==> src/rtl/inst_queue.sv <==
// Fetch-to-decode instruction queue: circular FIFO of {pc, inst} entries with a
// registered pop output, single-cycle flush and asynchronous active-low reset.
module inst_queue #(
    parameter int DEPTH  = 16,
    parameter int DATA_W = 64,
    parameter int PTR_W  = $clog2(DEPTH)
) (
    input  logic              clk,
    input  logic              rst,
    input  logic              enqueue,
    input  logic [DATA_W-1:0] enqueue_wdata,
    output logic              is_full,
    input  logic              dequeue,
    output logic [DATA_W-1:0] dequeue_rdata,
    output logic              is_empty,
    input  logic              flush,
    output logic [PTR_W:0]    count
);

    localparam logic [PTR_W:0] PTR_ONE = (PTR_W+1)'(1);
    localparam logic [PTR_W:0] DEPTH_C = (PTR_W+1)'(DEPTH);

    logic [DATA_W-1:0] mem [DEPTH];
    logic [PTR_W:0]    wr_ptr;
    logic [PTR_W:0]    rd_ptr;
    logic              push_ok;
    logic              pop_ok;

    // Status comes from the pointers alone; the MSB is the wrap bit that
    // separates full from empty when the index bits match.
    assign is_empty = (wr_ptr == rd_ptr);
    assign is_full  = (wr_ptr[PTR_W-1:0] == rd_ptr[PTR_W-1:0]) &&
                      (wr_ptr[PTR_W] != rd_ptr[PTR_W]);
    assign count    = wr_ptr - rd_ptr;

    assign push_ok = enqueue && !is_full && !flush;
    assign pop_ok  = dequeue && !is_empty && !flush;

    always_ff @(posedge clk or negedge rst) begin
        if (!rst) begin
            wr_ptr        <= '0;
            rd_ptr        <= '0;
            dequeue_rdata <= '0;
        end else if (flush) begin
            // dequeue_rdata is deliberately kept; decode drops its own copy.
            wr_ptr <= '0;
            rd_ptr <= '0;
        end else begin
            if (push_ok) begin
                wr_ptr <= wr_ptr + PTR_ONE;
            end
            if (pop_ok) begin
                dequeue_rdata <= mem[rd_ptr[PTR_W-1:0]];
                rd_ptr        <= rd_ptr + PTR_ONE;
            end
        end
    end

    always_ff @(posedge clk) begin
        if (push_ok) begin
            mem[wr_ptr[PTR_W-1:0]] <= enqueue_wdata;
        end
    end

    a_no_push_when_full: assert property (@(posedge clk) disable iff (!rst)
        !(push_ok && is_full));
    a_no_pop_when_empty: assert property (@(posedge clk) disable iff (!rst)
        !(pop_ok && is_empty));
    a_count_in_range: assert property (@(posedge clk) disable iff (!rst)
        count <= DEPTH_C);

endmodule

==> config.mk <==
export PLATFORM = sky130hd
export DESIGN_NAME = inst_queue
export DESIGN_NICKNAME = d
export VERILOG_FILES = /design/src/rtl/inst_queue.sv
export SDC_FILE = /design/constraint.sdc
export NUM_CORES = 1
export LEC_CHECK = 0
export BUFFER_PORTS_ARGS = -buffer_cell sky130_fd_sc_hd__buf_2
export CAP_MARGIN = 30
export CORE_MARGIN = 2
export CORE_UTILIZATION = 50
export CTS_CLUSTER_SIZE = 8
export DETAILED_ROUTE_END_ITERATION = 6
export GPL_ROUTABILITY_DRIVEN = 0
export PLACE_DENSITY_LB_ADDON = 0.08
export SYNTH_ARGS = -nofsm -noshare
export SYNTH_HDL_FRONTEND = slang
export SYNTH_SLANG_ARGS = --single-unit
==> constraint.sdc <==
create_clock -name clk -period 6.7 [get_ports clk]
set_input_delay 1.34 -clock clk [delete_from_list [all_inputs] [get_ports clk]]
set_output_delay 1.34 -clock clk [all_outputs]
set_load 0.005 [all_outputs]
# Yosys cells after proc, flatten, opt, wreduce, memory -nomap -nowiden
# Memories as Yosys holds them, arrays and structs flattened. A register that Yosys moved wholly into a read port is not among the register bits.
# Cells that the tools add are included.
[word_totals]
ff_bits = 10
ram_bits = 1024
in_bits = 69
output_inout_bits = 71
elab_cells = 28
memories = 1
[memory_table]
columns = ["name", "words", "word_bits", "read_ports", "rd_clocked_by_memory_dff", "wr", "line", "rtl"]
rows = [
  ["mem", 16, 64, 1, 1, 1, "23", "logic [DATA_W-1:0] mem [DEPTH];"],
]
[classes]
n_addsub = 3
eq_ne = 3
n_mux = 6
n_bitwise = 1
reduce_logical = 12
[op_table]
columns = ["operator", "n"]
rows = [
  ["5-bit two-way mux", 4],
  ["5-bit by 1-bit adder with 5-bit output (second input constant)", 2],
  ["5-bit equality test", 1],
  ["1-bit logical AND", 5],
  ["5-bit subtractor", 1],
  ["4-bit equality test", 1],
  ["1-bit logical NOT", 4],
  ["2-bit nonzero test", 2],
  ["1-bit two-way mux", 2],
  ["2-bit AND reduction", 1],
  ["1-bit != test", 1],
  ["1-bit inverter", 1],
]

# Logic depth before layout (Yosys ltp)
[depth]
word_depth = 7
ltp_mapped = 11
ltp_nobuf = 7

# Least setup slack after synthesis
# No wires, ideal clock.
[synth_path]
path_type = "register to register"
from = "register rd_ptr[3]"
to = "memory mem[3][0] (enable)"
setup_ns = 0.565
t_arrival_ns = 6.552
required_ns = 6.135
slack_ns = -0.417
path_stages_with_launch = 10
path_buffers = 3
synth_period_minus_slack_ns = 7.117
path_cell_list = "dfrtp_1 -> buf_2 -> clkbuf_1 -> clkbuf_1 -> inv_1 -> ha_1 -> and4_1 -> a211oi_1 -> nand2_1 -> nor3_1"
[synth_between]
elab_chain_len = 7
[synth_lines]
columns = ["element", "line", "rtl"]
rows = [
  ["from (decl)", "25", "logic [PTR_W:0] rd_ptr;"],
  ["from (signal assigned)", "54", "rd_ptr <= rd_ptr + PTR_ONE;"],
  ["4-bit equality test", "32", "assign is_full = (wr_ptr[PTR_W-1:0] == rd_ptr[PTR_W-1:0]) &&"],
  ["1-bit logical AND", "32", ""],
  ["1-bit logical NOT", "36", "assign push_ok = enqueue && !is_full && !flush;"],
  ["1-bit logical AND (2 in series)", "36", ""],
  ["1-bit two-way mux", "60", "if (push_ok) begin"],
  ["1-bit two-way mux (not written as such)", "61", "mem[wr_ptr[PTR_W-1:0]] <= enqueue_wdata;"],
  ["to (decl)", "23", ""],
]
# Every way passes these cells.

# Worst setup path in the final report
[layout_path]
from = "register rd_ptr[1]"
to = "memory mem[15][46] (enable)"
# The elaborated chain is that of the path after synthesis.

==> summary.txt <==
Run
  • MaxCap Viol Count: 0

Clocking
  • Post-CTS Setup Repair Bufs: 0
  • Root Buffer: clkbuf_16
  • Hold-fix buffers at CTS: 0
  • CTS tree: built
  • CTS HTree Levels: 4
  • # clock sinks: 1098
  • Clock buffer count from CTS: 155
  • Worst-path clk slew: 50 ps
  • Clk Latency, worst-skew pair: 730 ps
  • Clk buf depth: 3
  • Post-cts resize count: 0

Worst setup path
  • Critical path's largest stage delay: 1020 ps
  • Cell family with most CP delay: simple AND/OR/NAND/NOR gates
  • CP endpoint kind: flip-flop
  • Worst Path Buf+Inv: 2
  • Worst R2R Path Depth: 7
  • Worst EP required: 7040 ps
  • Worst-path cell chain: inv_1, ha_1, and4_1, a211oi_1, nand2_1, nor2_4, buf_4
  • Critical Path Source: rd_ptr[1]
  • CP max-delay cell: dfrtp_4
  • Nature of the critical path startpoint: flip-flop
  • Reg-to-Reg Start: rd_ptr[1]
  • Arrival time worst endpoint: 5190 ps
  • Crit. path cell count: 7
  • CP Class: flip-flop to flip-flop
  • Worst-path fanout max: 50

STA
  • Worst Tran Pin Value: 1231 ps
  • Setup violations, final: 0
  • Slew Viols, Final: 0
  • Max Fclk: 205.9 MHz
  • Fin crit period: 4857 ps
  • Period utilization: 72.49%
  • Hold Violations, Final: 0
  • Slew margin rel.: 17.95%
  • Clk_skew: 22.09 ps
  • Setup_tns: 0 ps
  • RSZ-0062 raised after global routing: false

GRT
  • First-pass GRT wire length: 147000 um
  • Initial antenna violation count: 6
  • GRT Residual Overflow: 0
  • GR Util All Layers: 23.61%
  • Largest net degree at the start of global routing: 140
  • Vias in the first global route: 22012

Finish
  • Antenna diodes: 0
  • Area Overhead vs Synth: 15.68%
  • Filler cells: 6272
  • Finished Cell Area: 0.04841 mm2
  • Nets: 2514
  • Non-filler cells, final: 3637
  • Share of layout cells above drive strength 1: 17.48%

Power and ir drop
  • Power Total: 0.01711 W
  • Peak VDD IR: 237.6 uV
  • P_leak: 15.29 nW
  • Power per cell area: 353.4 mW/mm2

Floorplanning
  • Core ar.: 0.08329 mm2
  • Die area: 0.08602 mm2
  • Die height: 293.3 um
  • Die X: 293.3 um
  • Initial Util: 50.24%
  • FP Rows: 106
  • IO Count: 140

Worst hold path
  • Worst hold path type: flip-flop to flip-flop
  • WHS Path Cells: 2
  • Hold path start: dequeue_rdata[59]

Routing
  • Number of vias per cell: 5.910
  • WL final: 100100 um
  • Wire per inst: 27.51 um
  • # DRC: 0
  • Final ANT Viol Nets: 0
  • Vias: 21494
  • Detailed Routing Iterations Pass 1: 6
  • Initial drt markers: 2098

Yosys
  • Ys async rst share: 6.740%
  • Top cells by area, synth: edfxtp_1 (73%), mux2i_1 (9.2%), dfrtp_1 (4.4%)
  • Post-Synth XOR/XNOR Area: 0.2482%
  • Cell area after synthesis: 0.04185 mm2
  • Main flop type after synthesis: edfxtp_1
  • Main combinational cell family by area after synthesis: multiplexers
  • Register area share after synthesis: 77.91%
  • Avg Synthesized Cell Area: 18.82 um2
  • Top-count cell post-synth: edfxtp_1
  • Top cells by count, synth: edfxtp_1 (1024), mux2i_1 (386), nor2_1 (151), o22ai_1 (128), dfrtp_1 (74)
  • Top cell type by total area after synthesis: edfxtp_1
  • Post-synthesis mux area share: 12.68%
  • YS warnings: 0
  • Mapped Nets: 2302
  • Synth Area in Adders: 0.3169%
  • Number of flops mapped to enable cells by yosys: 1024
  • Cell variety after synth: 39
  • Flops & latches, synth: 1098
  • Simple-Gate Fraction of Synth Area: 1.686%
  • Synth Area in Compound Gates: 5.230%
  • Mapped Cells: 2223
  • Yosys top cell area share: 73.48%

Placed design
  • Cell count after placement: 3358
  • Port buffer count: 139
  • Placed cell area: 0.04385 mm2
  • Hpwl dp: 54620 um

Run status
  • Status: complete, no violations
==> flip-flops by register name, summed over array words and instances (netlist names) <==
signal	cells
rd_ptr	5
mem	1024
dequeue_rdata	64
wr_ptr	5
==> worst paths after layout <==
kind	to	slack (ps)
min in group asynchronous	dequeue_rdata[4]	610
worst min-delay path	dequeue_rdata[59]	550
worst max-delay path	mem[15][46]	1840
worst max register to register	mem[15][46]	1840
max in group asynchronous	dequeue_rdata[32]	4850
worst min register to register	dequeue_rdata[59]	550
==> cells in the final DEF, fill, tap and decap left out, types with 3 or more instances in the layout <==
cell type,instances
buf_12,5
inv_6,4
o21ai_1,12
ha_1,9
inv_1,10
buf_4,38
nor2_1,139
dfrtp_1,70
edfxtp_1,1024
buf_16,6
nor2_4,12
a31oi_1,64
clkbuf_1,109
a211oi_1,3
buf_2,138
nand2_1,7
xnor2_1,8
clkbuf_16,158
dfrtp_4,4
o21ai_0,56
mux2i_1,386
mux4_2,64
o22ai_1,128
clkinv_8,3
nor3_4,4
a21oi_1,4
a221oi_1,64
==> worst reg2reg max path: stages (launching register included) <==
cell      delay, ps
dfrtp_4        1020
inv_1           230
ha_1            370
and4_1          300
a211oi_1        640
nand2_1         430
nor2_4          740
buf_4           660
==> stage by stage <==
stage	hold slack [ps]	worst slack (ps)	util, %
final	550.3	1843	58.12
after global placement	539.6	1861	52.45
after floorplan	542.7	1298	-
after global routing	580.2	1531	58.12
after detailed placement	545.2	1843	52.65
after CTS	551.6	1788	58.12
==> per-layer routing <==
layer  GRT usage, %  vias to the layer above  wire (um)
met5              0                        -         35
met4          6.434                        6       1976
met3          5.711                      156       7118
met2          36.28                      741      46620
met1          34.07                    11139      44300
li1               -                     9452          -
==> report_power, final <==
group	internal, W	switching (W)	total, W
Clock	0.00440	0.00280	0.00720
Combinational	0.000886	0.00104	0.00193
Sequential	0.00776	0.000222	0.00798
Total	0.0130	0.00406	0.0171
==> logic make-up after synthesis <==
| kind of cell | Yosys count |
|---|---|
| flip-flops | 1098 |
| multiplexers | 450 |
| AO/OA/AOI/OAI | 336 |
| AND/OR/NAND/NOR | 176 |
| buffers and inverters | 142 |
| XOR/XNOR | 11 |
| adder cells (fa/ha/maj) | 10 |
==> final cells by class <==
type | count | area [um2] | share of cell area (%)
clock buffer | 267 | 4363 | 9.013
clock inverter | 12 | 192.7 | 0.3981
inverter | 10 | 37.54 | 0.07755
multi-input combinational | 983 | 8603 | 17.77
sequential | 1098 | 32620 | 67.38
tap | 1080 | 1351 | 2.792
timing repair buffer | 187 | 1241 | 2.564
Power figures use the tool's default switching activity.
